**config.mk**
```make
export PLATFORM = sky130hd
export DESIGN_NAME = rhs_stim_sequencer
export DESIGN_NICKNAME = d
export VERILOG_FILES = /design/src/rtl/rhs_stim_sequencer.sv
export SDC_FILE = /design/constraint.sdc
export NUM_CORES = 1
export LEC_CHECK = 0
export CORE_MARGIN = 1.5
export CORE_UTILIZATION = 54
export CTS_BUF_LIST = sky130_fd_sc_hd__clkbuf_16
export CTS_CLUSTER_DIAMETER = 80
export DETAILED_ROUTE_END_ITERATION = 6
export PLACE_DENSITY = 0.88
export SLEW_MARGIN = 20
export SYNTH_ARGS = -nofsm -noshare
export SYNTH_HDL_FRONTEND = slang
export SYNTH_SLANG_ARGS = --single-unit
```
**constraint.sdc**
```tcl
create_clock -name clk -period 4.5 [get_ports clk]
set_clock_uncertainty 0.2 [all_clocks]
set_input_delay 0.675 -clock clk [delete_from_list [all_inputs] [get_ports clk]]
set_output_delay 0.675 -clock clk [all_outputs]
set_load 0.1 [all_outputs]
```
**src/rtl/rhs_stim_sequencer.sv**
```systemverilog
// rhs_stim_sequencer: biphasic stimulation pulse-train sequencer timed by SPI sample ticks.
// Define RHS_STIM_RAMP_EN to add cfg_ramp_step and a per-train saturating magnitude ramp.
module rhs_stim_sequencer #(
    parameter int NUM_PROBES = 16,
    parameter int CNT_W = 16,
    parameter int MAG_W = 8
) (
    input  logic                  clk,
    input  logic                  rstn,
    input  logic                  sample_tick,
    input  logic [CNT_W-1:0]      cfg_pulse_length,
    input  logic [CNT_W-1:0]      cfg_inter_pulse_delay,
    input  logic [CNT_W-1:0]      cfg_inter_bipulse_delay,
    input  logic [CNT_W-1:0]      cfg_inter_train_delay,
    input  logic [CNT_W-1:0]      cfg_charge_recovery_time,
    input  logic [CNT_W-1:0]      cfg_bipulses_per_train,
    input  logic [CNT_W-1:0]      cfg_train_count,
    input  logic [MAG_W-1:0]      cfg_magnitude,
`ifdef RHS_STIM_RAMP_EN
    input  logic [MAG_W-1:0]      cfg_ramp_step,
`endif
    input  logic                  cfg_rising_edge_first,
    input  logic                  cfg_bipolar_mode,
    input  logic [NUM_PROBES-1:0] cfg_mask_pos,
    input  logic [NUM_PROBES-1:0] cfg_mask_neg,
    input  logic                  finite_start,
    input  logic                  infinite_start,
    input  logic                  infinite_stop,
    output logic                  stim_on,
    output logic                  stim_pol,
    output logic [NUM_PROBES-1:0] stim_mask_pos,
    output logic [NUM_PROBES-1:0] stim_mask_neg,
    output logic [MAG_W-1:0]      stim_magnitude,
    output logic                  charge_recovery,
    output logic                  busy,
    output logic [CNT_W-1:0]      train_index,
    output logic                  done
);
    typedef enum logic [2:0] {IDLE, ARMED, PHASE1, IPD, PHASE2, IBD, RECOVERY, ITD} state_t;
    state_t state, state_nx;
    logic [CNT_W-1:0] r_pulse, r_ipd, r_ibd, r_itd, r_rec, r_bp, r_tr;
    logic [CNT_W-1:0] rem, rem_nx, bp_cnt, bp_nx, idx_nx, pulse_len;
    logic [MAG_W-1:0] r_mag, mag_lvl;
    logic [NUM_PROBES-1:0] r_mpos, r_mneg;
    logic r_rise, r_bip, inf_mode, stop_pending, stop_now, done_nx;
    logic accept, zero_run, exit_now, last_bp, more_tr, p2_exit, rec_entry, rec_exit;
    logic go_p1, go_p2, ipd_entry, ibd_entry, itd_entry, go_idle, on_nx;

`ifdef RHS_STIM_RAMP_EN
    localparam int RW = MAG_W + CNT_W + 1;
    logic [MAG_W-1:0] r_step;
    logic [RW-1:0] ramp;
    always_comb begin
        ramp = RW'(r_mag) + RW'(idx_nx) * RW'(r_step);
        mag_lvl = (|ramp[RW-1:MAG_W]) ? '1 : ramp[MAG_W-1:0];
    end
`else
    assign mag_lvl = r_mag;
`endif

    always_comb begin
        accept    = (state == IDLE) && (finite_start || infinite_start);
        zero_run  = (cfg_bipulses_per_train == '0) || (!infinite_start && cfg_train_count == '0);
        pulse_len = (r_pulse == '0) ? CNT_W'(1) : r_pulse;
        stop_now  = stop_pending || infinite_stop;
        exit_now  = sample_tick && (state inside {PHASE1, IPD, PHASE2, IBD, RECOVERY, ITD})
                    && rem <= CNT_W'(1);
        last_bp   = bp_cnt == r_bp - CNT_W'(1);
        more_tr   = !stop_now && (inf_mode || train_index != r_tr - CNT_W'(1));
        // Zero-length gaps fall straight through to their successor on the same tick.
        ipd_entry = state == PHASE1 && exit_now && r_ipd != '0;
        go_p2     = (state == IPD && exit_now) || (state == PHASE1 && exit_now && r_ipd == '0);
        p2_exit   = state == PHASE2 && exit_now;
        ibd_entry = p2_exit && !last_bp && r_ibd != '0;
        rec_entry = p2_exit && last_bp;
        rec_exit  = (state == RECOVERY && exit_now) || (rec_entry && r_rec == '0);
        itd_entry = rec_exit && more_tr && r_itd != '0;
        go_idle   = rec_exit && !more_tr;
        go_p1     = (state == ARMED && sample_tick) || (state inside {IBD, ITD} && exit_now)
                    || (p2_exit && !last_bp && r_ibd == '0) || (rec_exit && more_tr && r_itd == '0);
        state_nx  = state;
        rem_nx    = (sample_tick && rem > CNT_W'(1)) ? rem - CNT_W'(1) : rem;
        bp_nx     = p2_exit ? (last_bp ? '0 : bp_cnt + CNT_W'(1)) : bp_cnt;
        idx_nx    = (rec_exit && more_tr && !(&train_index)) ? train_index + CNT_W'(1) : train_index;
        done_nx   = go_idle;
        if (go_p1) begin
            state_nx = PHASE1;
            rem_nx   = pulse_len;
        end
        if (ipd_entry) begin
            state_nx = IPD;
            rem_nx   = r_ipd;
        end
        if (go_p2) begin
            state_nx = PHASE2;
            rem_nx   = pulse_len;
        end
        if (ibd_entry) begin
            state_nx = IBD;
            rem_nx   = r_ibd;
        end
        if (rec_entry && r_rec != '0) begin
            state_nx = RECOVERY;
            rem_nx   = r_rec;
        end
        if (itd_entry) begin
            state_nx = ITD;
            rem_nx   = r_itd;
        end
        if (go_idle) state_nx = IDLE;
        if (accept) begin
            state_nx = zero_run ? IDLE : ARMED;
            done_nx  = zero_run;
            idx_nx   = '0;
            bp_nx    = '0;
        end
        on_nx = state_nx inside {PHASE1, PHASE2};
    end

    always_ff @(posedge clk or negedge rstn) begin
        if (!rstn) begin
            state <= IDLE;
            {rem, bp_cnt, train_index, done, stop_pending, inf_mode} <= '0;
            {r_pulse, r_ipd, r_ibd, r_itd, r_rec, r_bp, r_tr} <= '0;
            {r_mag, r_mpos, r_mneg, r_rise, r_bip} <= '0;
            {stim_on, stim_pol, stim_mask_pos, stim_mask_neg, stim_magnitude} <= '0;
            {charge_recovery, busy} <= '0;
`ifdef RHS_STIM_RAMP_EN
            r_step <= '0;
`endif
        end else begin
            state           <= state_nx;
            rem             <= rem_nx;
            bp_cnt          <= bp_nx;
            train_index     <= idx_nx;
            done            <= done_nx;
            stop_pending    <= (state != IDLE) && stop_now;
            stim_on         <= on_nx;
            stim_pol        <= on_nx && ((state_nx == PHASE1) ? r_rise : !r_rise);
            stim_mask_pos   <= on_nx ? r_mpos : '0;
            stim_mask_neg   <= (on_nx && r_bip) ? r_mneg : '0;
            stim_magnitude  <= on_nx ? mag_lvl : '0;
            charge_recovery <= state_nx == RECOVERY;
            busy            <= state_nx != IDLE;
            if (accept) begin
                inf_mode <= infinite_start;
                r_pulse  <= cfg_pulse_length;
                r_ipd    <= cfg_inter_pulse_delay;
                r_ibd    <= cfg_inter_bipulse_delay;
                r_itd    <= cfg_inter_train_delay;
                r_rec    <= cfg_charge_recovery_time;
                r_bp     <= cfg_bipulses_per_train;
                r_tr     <= cfg_train_count;
                r_mag    <= cfg_magnitude;
                r_rise   <= cfg_rising_edge_first;
                r_bip    <= cfg_bipolar_mode;
                r_mpos   <= cfg_mask_pos;
                r_mneg   <= cfg_mask_neg;
`ifdef RHS_STIM_RAMP_EN
                r_step   <= cfg_ramp_step;
`endif
            end
        end
    end
endmodule

```
# Yosys cells after proc, flatten, opt, wreduce, memory -nomap -nowiden
# Index checks and enable logic that the tools add are counted.
dict set report op_classes {
  n_addsub 5
  mul 0
  div 0
  magnitude_cmp 2
  n_eq_ne 12
  shifts 0
  n_mux 27
  bitwise 0
  n_reduce_logical 64
}
# op n
set ops {}
lappend ops {{16-bit 2-to-1 mux} 15}
lappend ops {{16-bit zero test} 7}
lappend ops {{16-bit nonzero test} 4}
lappend ops {{16-bit by 1-bit subtractor with 16-bit output (second input constant)} 3}
lappend ops {{16-bit by 1-bit adder with 16-bit output (second input constant)} 2}
lappend ops {{1-bit logical AND} 28}
lappend ops {{3-bit 2-to-1 mux} 8}
lappend ops {{3-bit equality test (second input constant)} 6}
lappend ops {{16-bit equality test} 1}
lappend ops {{16-bit by 1-bit greater-than comparator with 1-bit output (second input constant)} 1}
lappend ops {{16-bit by 1-bit less-or-equal comparator with 1-bit output (second input constant)} 1}
lappend ops {{16-bit inequality test} 1}
lappend ops {{16-bit AND reduction} 1}
lappend ops {{3-bit by 2-bit equality test with 1-bit output (second input constant)} 3}
lappend ops {{1-bit logical OR} 9}
lappend ops {{8-bit 2-to-1 mux} 1}
lappend ops {{2-bit nonzero test} 4}
lappend ops {{7-bit nonzero test} 1}
lappend ops {{1-bit zero test} 6}
lappend ops {{3-bit nonzero test} 2}
lappend ops {{6-bit nonzero test} 1}
lappend ops {{3-bit by 1-bit equality test with 1-bit output (second input constant)} 1}
lappend ops {{3-bit zero test} 1}
lappend ops {{1-bit 2-to-1 mux} 3}
dict set report word_totals {
  ff_bits 252
  latchBits 0
  mem_bits_rw 0
  mem_bits_ro 0
  in_bits 160
  output_inout_bits 61
  elab_cells 136
  n_memories 0
}

# Logic depth before layout (Yosys ltp)
# Gate-level depths: netlist of the first run.
dict set report logic_depth {
  word_depth 23
  depth_mapped 16
  depth_no_buf 13
}

# Least setup slack after synthesis of the first run
# No wires, ideal clock.
dict set report synth_path {
  kind {register -> register}
  start {reg train_index[7]}
  end {reg rem[6]}
  setup_time_ns 0.134
  arrival_time_ns 3.719
  setup_slack_ns 0.447
  path_stages_with_launch 13
  path_buffers 2
  period_less_slack_ns 4.053
  cell_sequence {dfrtp_1 -> clkbuf_1 -> or3b_2 -> nor4_1 -> nand3b_1 -> nor2_1 -> or4_4 -> o211ai_2 -> o21a_1 -> buf_4 -> mux2_1 -> a2111oi_0 -> o21ai_1}
}
dict set report synth_between {
  elab_chain_len 12
}
# element line_no
set synth_lines {}
lappend synth_lines {{start: declaration} 36} ;# output logic [CNT_W-1:0] train_index,
lappend synth_lines {{start signal: assignment} 135} ;# train_index <= idx_nx;
lappend synth_lines {{16-bit inequality test (*)} 69} ;# more_tr = !stop_now && (inf_mode || train_index != r_tr - CNT_W'(1));
lappend synth_lines {{1-bit logical OR (*)} 69}
lappend synth_lines {{1-bit logical AND (*)} 69}
lappend synth_lines {{1-bit logical AND (*)} {77, 80}}
lappend synth_lines {{1-bit logical AND} 80} ;# || (p2_exit && !last_bp && r_ibd == '0) || (rec_exit && more_tr && r_itd == '0);
lappend synth_lines {{1-bit logical OR} 80}
lappend synth_lines {{16-bit 2-to-1 mux} 86} ;# if (go_p1) begin
lappend synth_lines {{16-bit 2-to-1 mux} 90} ;# if (ipd_entry) begin
lappend synth_lines {{16-bit 2-to-1 mux} 94} ;# if (go_p2) begin
lappend synth_lines {{16-bit 2-to-1 mux} 98} ;# if (ibd_entry) begin
lappend synth_lines {{16-bit 2-to-1 mux} 102} ;# if (rec_entry && r_rec != '0) begin
lappend synth_lines {{16-bit 2-to-1 mux} 106} ;# if (itd_entry) begin
lappend synth_lines {{end signal: assignment} 133} ;# rem <= rem_nx;
lappend synth_lines {{end: declaration} 42} ;# logic [CNT_W-1:0] rem, rem_nx, bp_cnt, bp_nx, idx_nx, pulse_len;
# Every way passes the cells marked *; elsewhere a longest branch is shown, timed or not.
# A chain may end at the register's enable or synchronous reset.

# Worst setup path after layout of the first run
dict set report layout_path {
  start {reg r_bp[2]}
  end {reg stim_mask_neg[10]}
}
dict set report layout_between {
  elab_chain_len 20
}
# element line_no
set layout_lines {}
lappend layout_lines {{start: declaration} 41} ;# logic [CNT_W-1:0] r_pulse, r_ipd, r_ibd, r_itd, r_rec, r_bp, r_tr;
lappend layout_lines {{start signal: assignment} 152} ;# r_bp <= cfg_bipulses_per_train;
lappend layout_lines {{16-bit by 1-bit subtractor with 16-bit output (*)} 68} ;# last_bp = bp_cnt == r_bp - CNT_W'(1);
lappend layout_lines {{16-bit equality test (*)} 68}
lappend layout_lines {{1-bit logical AND} 75} ;# rec_entry = p2_exit && last_bp;
lappend layout_lines {{1-bit logical AND} 76} ;# rec_exit = (state == RECOVERY && exit_now) || (rec_entry && r_rec == '0);
lappend layout_lines {{1-bit logical OR} 76}
lappend layout_lines {{1-bit logical AND} {77, 80}}
lappend layout_lines {{1-bit logical AND} 80}
lappend layout_lines {{1-bit logical OR} 80}
lappend layout_lines {{[4 not listed]} n/a}
lappend layout_lines {{3-bit 2-to-1 mux} 102}
lappend layout_lines {{3-bit 2-to-1 mux} 106}
lappend layout_lines {{3-bit 2-to-1 mux (*)} 110} ;# if (go_idle) state_nx = IDLE;
lappend layout_lines {{3-bit 2-to-1 mux (*)} 111} ;# if (accept) begin
lappend layout_lines {{3-bit by 2-bit equality test with 1-bit output or 3-bit equality test (tied branches)} 117} ;# on_nx = state_nx inside {PHASE1, PHASE2};
lappend layout_lines {{2-bit nonzero test (*)} 117}
lappend layout_lines {{1-bit logical AND (*)} 141} ;# stim_mask_neg <= (on_nx && r_bip) ? r_mneg : '0;
lappend layout_lines {{16-bit 2-to-1 mux (*)} 141}
lappend layout_lines {{end signal: assignment} 141}
lappend layout_lines {{end: declaration} 32} ;# output logic [NUM_PROBES-1:0] stim_mask_neg,
# Marks and branches as above.

==> reports/metrics.yaml, run 1 <==
clk_latency_ps: 540
syn_area_um2: 13000
synth_compound_area_share_pct: 10.1
critPathTopFamily: "simple AND/OR/NAND/NOR gates"
grt_pass1_wl_um: 59800
rr_startpoint: "r_bp[2]"
clockRootBuffer: "clkbuf_16"
hold_path.class: "input pin to async pin"
io_buffers: 220
dp_hpwl_um: 26700
power.switching_mw: 4.86
ant_nets: 0
coreArea_um2: 23500
wl_um: 37500
area_growth_pct: 26.7
final_util_pct: 69.9
tightest_slew_ps: 1080
p_leak_nw: 7.47
synth_common_cells: "522 x nand2_1, 252 x dfrtp_1, 69 x nor2_1"
path_clk_slew_ps: 70
die_h_um: 158
worst-setup-path-type: "register to register"
synth_top_family_by_area: "simple AND/OR/NAND/NOR gates"
cp-startpoint: "r_bp[2]"
fillCellCount: 1808
intPower_mw: 6.12
finalHoldViolations: 6
htree_num_levels: 1
path_cells: "nor4_2 > nand2_1 > or4_4 > a2111oi_4 > a41oi_2 > or3_1 > or3_4 > and2_4 > a41o_4 > inv_16 > nor3_2"
cts_buffers: 25
yosysWarnings: 0
antenna_found_initial: 2
ys_seq_area_share_pct: 48.7
crit_cells: 11
synth_cell_types: 90
fin_crit_sh_pct: 96.5
netlist_instances: 1472
synth_edf_count: 0
r2r_end: "stim_mask_neg[10]"
whs_ps: -48.4
nNetsFinal: 1833
required_ps: 4700
worst_slew_margin_rel_pct: 27.7
synth_most_common_cell: "nand2_1"
die_w_um: 158
p_per_area_nw_per_um2: 669
outcome: "finished, violations left"
rows: 56
p_sw_share_pct: 44.3
grt_use_total_pct: 30.4
cts.path.max_buffers: 3
clock-sinks: 252
cp.buffers_inverters: 1
violations: "negative hold slack"
first_iter_violations: 1062
slowest_delay_ps: 580
r2r_slack_ps: 160
max_cap_viol_count: 0
grt_max_degree: 130
die_area_um2: 24900
synthTopCellsByArea: "dfrtp_1 49%, nand2_1 15%, o21ai_0 2.5%, xnor2_1 2.3%, nor2_1 2.0%"
setup_viol: 0
ys.flop_type: "dfrtp_1"
grt-ovfl-total: 0
avgRoutedWirePerCell_um: 18.7
clockPowerShare_pct: 21.7
synthMuxAreaShare_pct: 1.29
synth_xor_area_share_pct: 4.43
rsz0062_at_grt: "false"
ys_seq_elements: 252
synth_top_area_share_pct: 48.7
initial_core_util_pct: 55.2
p_seq_share_pct: 37.4
vias: 11700
grt_pass1_vias: 11700
slowest_stage: "or4_4"
min_period_ps: 4340
slew_violations: 0
drc_errors: 0
rr_worst_depth: 11
crit_fanout: 44
p_comb_share_pct: 40.9
dr.pass1.iters: 7
setup.worst_path.start_class: "register"
synthAdderAreaFrac_pct: 0.580
yosysTopAreaCell: "dfrtp_1"
gp_congestion: 0.952
viasPerCell: 5.84
drive_gt1_share_pct: 8.37
ios: 221
cp_data_arrival_time_ps: 4540
async_reset_ff_share_pct: 100
ir_drop_mv: 0.390
totalNegativeSetupSlack_ps: 0
crit_end: "stim_mask_neg[10]"
crit_path_end_kind: "register"
synth_nets: 1638
max_freq_mhz: 230
power_mw: 11.0
synth-simple-area-share_pct: 31.4
cts_tree: "built"
syn_area_per_cell_um2: 8.80
state kept, by name (all words and copies together), names as in the netlist, 3 cells and up:
name / count
r_tr: 16
state: 3
stim_mask_neg: 16
r_ipd: 16
r_ibd: 16
train_index: 16
stim_mask_pos: 16
bp_cnt: 16
r_mpos: 16
rem: 16
r_itd: 16
r_rec: 16
r_bp: 16
stim_magnitude: 8
r_mneg: 16
r_pulse: 16
mag_lvl: 8
placed cells by master (no fill, tap or decap), types with 7 or more instances in the layout:
master,count
or4_1,7
a31oi_1,7
and3_1,22
dfrtp_1,252
nand2b_1,7
or3_1,15
nor4_1,35
a21oi_1,24
bufinv_16,8
o22ai_1,8
nor3b_2,20
o211ai_1,9
buf_4,21
mux2i_1,10
nand2_1,522
inv_1,23
nor3_1,30
o21ai_0,64
clkbuf_16,25
nand4_1,13
xnor2_1,34
nand3_1,39
clkdlybuf4s50_1,219
nor3_2,18
nor2_1,69
xor2_1,29
metrics by stage:
step           area [um2]  setup slack (ps)  cells
6_report            16400               157   2006
5_1_grt             16400              9.29   2005
4_1_cts             16400              86.9   2004
3_5_place_dp        15400               130   1959
3_3_place_gp        15400               283   1959
2_1_floorplan       13000               447   1472
power groups by stage:
stage	logic (mW)	registers [mW]	clock network, mW
CTS	4.47	4.06	2.41
global placement	4.32	4.05	0
detailed placement	4.42	4.09	0
global route	4.91	4.18	2.49
floorplan	2.74	4.50	0
finish	4.49	4.10	2.38
logic make-up after synthesis:
group           count (synthesis)
compound gates                191
fa+ha+maj                       6
xor+xnor                       64
simple gates                  846
buf+inv                        97
flops                         252
mux                            16
layer usage:
metal  GRT usage, %  vias to the layer above  wire length (um)
li1               -                     5413                 -
met5              0                        -                 0
met3           4.60                      111              2450
met1           39.1                     5691             15100
met2           51.3                      496             18200
met4           12.9                        0              1650
what timing repair did:
action,4_1_cts,5_1_grt
hold buffers,0,0
gates resized for setup,0,6
setup buffers,0,0
endpoints found under the setup margin,0,45
worst min-delay path by stage:
stage,cells after the start,start,end,slack [ps]
4_1_cts,1,rstn,stim_magnitude[0],10
6_report,1,rstn,stim_magnitude[0],-50
5_1_grt,1,rstn,stim_magnitude[0],20
2_1_floorplan,0,rstn,bp_cnt[0],180
3_5_place_dp,2,mag_lvl[0],mag_lvl[0],260
3_3_place_gp,2,mag_lvl[1],mag_lvl[1],250
layout make-up:
| type | instances | area, um2 | share of cell area [%] |
|---|---|---|---|
| Timing Repair Buffer | 244 | 2420 | 14.8 |
| Sequential cell | 252 | 6310 | 38.4 |
| Tap cell | 319 | 399 | 2.43 |
| Clock inverter | 20 | 312 | 1.90 |
| Inverter | 21 | 95.1 | 0.580 |
| Antenna cell | 2 | 5.00 | 0.0305 |
| Multi-Input combinational cell | 1123 | 6240 | 38.0 |
| Clock buffer | 25 | 626 | 3.81 |
(Power assumes the default switching activity.)
==> run 2: changes to the inputs <==
- CORE_UTILIZATION: 54 -> 45
- PLACE_DENSITY: 0.88 -> 0.79
- SETUP_SLACK_MARGIN: default -> 0.02
- clock period: 4.5 -> 3.7 ns (I/O delays scaled with it)
==> reports/metrics.yaml, run 2 (synthesis gave the netlist of run 1 again) <==
outcome: "finished, violations left"
violations: "negative setup slack"
ios: 221
clockPowerShare_pct: 19.5
drive_gt1_share_pct: 19.6
r2r_slack_ps: -130
p_leak_nw: 8.46
setup.worst_path.start_class: "register"
die_w_um: 173
drc_errors: 0
grt_pass1_vias: 12200
crit_fanout: 10
clock-sinks: 252
cts_tree: "built"
grt-ovfl-total: 0
coreArea_um2: 28100
finalHoldViolations: 0
wl_um: 40600
cts_buffers: 28
grt_pass1_wl_um: 64400
min_period_ps: 3830
final_common_cell: "nand2_1"
slowest_stage: "or4_4"
nNetsFinal: 1983
clk_latency_ps: 550
rows: 61
p_per_area_nw_per_um2: 801
layout_setup_ws_ps: -129
intPower_mw: 8.30
fin_crit_sh_pct: 103
crit_path_end_kind: "register"
first_iter_violations: 1030
placed_cell_area_um2: 16600
totalNegativeSetupSlack_ps: -4630
most-common-layout-cells: "518 x nand2_1, 246 x dfrtp_1, 214 x clkdlybuf4s50_1, 148 x buf_4, 68 x nor2_1"
setup_viol: 50
rr_worst_depth: 12
power.switching_mw: 6.31
area_growth_pct: 40.9
avgRoutedWirePerCell_um: 18.3
tightest_slew_ps: 1050
rsz0062_at_grt: "true"
cts.path.max_buffers: 3
die_area_um2: 29800
io_buffers: 220
vias: 12100
postLayoutCellArea_um2: 18300
gp_congestion: 0.925
max_freq_mhz: 261
ant_nets: 0
cp-startpoint: "r_bp[5]"
p_sw_share_pct: 43.2
ir_drop_mv: 0.401
r2r_end: "stim_magnitude[6]"
worst_slew_margin_rel_pct: 29.5
dr.pass1.iters: 7
path_clk_slew_ps: 60
p_seq_share_pct: 32.7
grt_max_degree: 146
max_cap_viol_count: 0
grt_use_total_pct: 26.6
worst-setup-path-type: "register to register"
hold_path.class: "input pin to async pin"
crit_end: "stim_magnitude[6]"
p_comb_share_pct: 47.8
clockRootBuffer: "clkbuf_16"
dp_hpwl_um: 29000
required_ps: 3920
cp_data_arrival_time_ps: 4050
whs_ps: 258
htree_num_levels: 1
viasPerCell: 5.47
fillCellCount: 2258
slew_violations: 0
slowest_delay_ps: 560
initial_core_util_pct: 46.1
antenna_found_initial: 1
rr_startpoint: "r_bp[5]"
die_h_um: 173
path_cells: "nor4_4 > nand2_2 > or4_4 > a2111oi_4 > a41oi_2 > or3_1 > or3_4 > and2_4 > a41o_4 > inv_8 > buf_12 > nor3b_2"
## run 2: power by group through the flow
stage / Clock [mW] / Sequential (mW) / Combinational, mW
detailed placement: 0 / 4.75 / 6.48
floorplan: 0 / 5.48 / 3.38
finish: 2.85 / 4.78 / 6.99
global placement: 0 / 4.73 / 6.33
CTS: 2.88 / 4.73 / 6.72
global route: 3.01 / 4.87 / 7.57
## run 2: through the flow
step                setup WS (ps)  power, mW  std cells  utilization, %
finish                       -129       14.6       2219            65.0
global route                 -246       15.5       2218            65.0
global placement             -283       11.1       2142            59.0
CTS                          -157       14.3       2207            63.4
detailed placement           -378       11.2       2142            59.0
floorplan                   -20.5       8.86       1472               -
## run 2: per-layer routing
layer	up-vias	track usage [%]	part of all wire, %
met1	5891	34.9	42
met5	-	0	0
li1	5717	-	-
met4	0	10.1	3.7
met2	441	44.9	49
met3	95	3.47	5.1
## run 2: critical path: cells and delay by family, from the launching register on
| family | cells | cell delay (ps) |
|---|---|---|
| buf+inv | 2 | 260 |
| flops | 1 | 400 |
| simple gates | 7 | 1990 |
| compound gates | 3 | 870 |
## run 2: worst min-delay path by stage
stage	endpoint	startpoint	cells past startpoint	slack [ps]
6_report	stim_mask_neg[12]	rstn	2	260
5_1_grt	stim_mask_neg[4]	rstn	2	270
4_1_cts	rem[11]	rstn	2	250
3_5_place_dp	r_ipd[15]	rstn	1	230
3_3_place_gp	r_ipd[15]	rstn	1	230
2_1_floorplan	bp_cnt[0]	rstn	0	60
## run 2: timing repair
action	in CTS	in global routing
endpoints found under the setup margin	75	83
gates resized for setup	41	68
pin swaps	18	35
cloned	1	2
hold buffers	1	0
buffers inserted	11	9
hold endpoints to repair	24	0
## run 2: cell type report
class	count	area [um2]	share of cell area [%]
diodes	2	5.00	0.0274
repair buffers	391	3730	20.4
well taps	378	473	2.59
inverters	21	86.3	0.473
clock inverters	23	220	1.21
clock buffers	29	726	3.98
flip-flops and latches	252	6320	34.6
multi-input cells	1123	6700	36.7
==> run 3: changes to the inputs <==
- SETUP_SLACK_MARGIN: 0.02 -> default
==> reports/metrics.yaml, run 3 (synthesis gave the netlist of run 1 again) <==
setup_viol: 46
fin_crit_sh_pct: 103
ios: 221
nNetsFinal: 1986
finalHoldViolations: 0
min_period_ps: 3820
clk_latency_ps: 550
p_leak_nw: 8.42
max_cap_viol_count: 0
p_comb_share_pct: 47.9
totalNegativeSetupSlack_ps: -4320
final_common_cell: "nand2_1"
cts.path.max_buffers: 3
slew_violations: 0
power.switching_mw: 6.32
r2r_slack_ps: -120
cp_data_arrival_time_ps: 4040
worst_slew_margin_rel_pct: 29.5
rows: 61
grt-ovfl-total: 0
grt_pass1_wl_um: 64200
dr.pass1.iters: 5
first_iter_violations: 1136
vias: 12200
hold_path.class: "input pin to async pin"
io_buffers: 220
coreArea_um2: 28100
ir_drop_mv: 0.413
antenna_found_initial: 1
power_mw: 14.6
clockPowerShare_pct: 19.5
avgRoutedWirePerCell_um: 18.2
intPower_mw: 8.31
p_per_area_nw_per_um2: 801
die_w_um: 173
dp_hpwl_um: 29000
slowest_delay_ps: 560
die_area_um2: 29800
initial_core_util_pct: 46.1
gp_congestion: 0.925
clock-sinks: 252
rsz0062_at_grt: "true"
viasPerCell: 5.47
path_clk_slew_ps: 60
slowest_stage: "or4_4"
tightest_slew_ps: 1050
clockRootBuffer: "clkbuf_16"
violations: "negative setup slack"
wl_um: 40500
p_sw_share_pct: 43.2
die_h_um: 173
worst-setup-path-type: "register to register"
most-common-layout-cells: "520 x nand2_1, 246 x dfrtp_1, 214 x clkdlybuf4s50_1, 151 x buf_4, 68 x nor2_1"
grt_pass1_vias: 12200
layout_setup_ws_ps: -124
required_ps: 3920
setup.worst_path.start_class: "register"
area_growth_pct: 41.0
crit_fanout: 10
ant_nets: 0
drive_gt1_share_pct: 19.8
grt_max_degree: 146
grt_use_total_pct: 26.5
path_cells: "nor4_4 > nand2_2 > or4_4 > a2111oi_4 > a41oi_2 > or3_1 > or3_4 > and2_4 > a41o_4 > inv_8 > buf_12 > nor3b_2"
outcome: "finished, violations left"
max_freq_mhz: 261
fillCellCount: 2248
drc_errors: 0
crit_path_end_kind: "register"
htree_num_levels: 1
cts_buffers: 28
p_seq_share_pct: 32.6
cts_tree: "built"
[run 3: cell type report]
class	count	area, um2	share of cell area [%]
Inverter	21	86.3	0.473
Clock inverter	23	220	1.21
Sequential cell	252	6320	34.6
Timing Repair Buffer	394	3750	20.5
Tap cell	378	473	2.59
Multi-Input combinational cell	1123	6690	36.6
Clock buffer	29	726	3.97
Antenna cell	2	5.00	0.0274
[run 3: metal layers]
layer / vias up / global-route usage [%] / wire length, um
met5: - / 0 / 0
met4: 0 / 9.78 / 1490
met3: 95 / 3.47 / 1980
met2: 427 / 45.0 / 20000
met1: 5904 / 34.8 / 17100
li1: 5729 / - / -
[run 3: power by group through the flow]
stage	logic [mW]	clock network (mW)	registers, mW
after global placement	6.33	0	4.73
after detailed placement	6.48	0	4.75
after CTS	6.71	2.88	4.73
after global routing	7.59	3.01	4.87
after floorplan	3.38	0	5.48
final	7.01	2.85	4.78
[run 3: worst paths after layout]
check                           start                end  cells after the start
setup reg to reg              r_bp[5]  stim_magnitude[6]                     12
hold reg to reg            mag_lvl[4]         mag_lvl[4]                      2
max in group asynchronous        rstn  stim_magnitude[6]                      3
min in group clk           mag_lvl[4]         mag_lvl[4]                      2
setup / recovery              r_bp[5]  stim_magnitude[6]                     12
hold / removal                   rstn  stim_mask_neg[12]                      2
[run 3: what timing repair did]
item / 4_1_cts / 5_1_grt
setup buffers: 10 / 13
endpoints found under the hold margin: 24 / 0
hold buffers: 1 / 0
pin swaps: 18 / 35
cloned: 1 / 2
endpoints found under the setup margin: 74 / 80
gates resized for setup: 38 / 70
[run 3: worst max-delay path, delay by kind of cell, from the launching register on]
kind | cells | cell delay [ps]
buffers and inverters | 2 | 260
and+or+nand+nor | 7 | 1990
AOI/OAI and AO/OA | 3 | 860
DFF | 1 | 400
[run 3: metrics by stage]
stage	instances	utilization (%)	hold WS, ps	area (um2)	setup slack, ps
floorplan	1472	-	59.4	13000	-20.5
global placement	2142	59.0	234	16600	-283
detailed placement	2142	59.0	234	16600	-378
CTS	2206	63.4	248	17800	-157
global route	2221	65.0	270	18300	-237
finish	2222	65.0	257	18300	-124
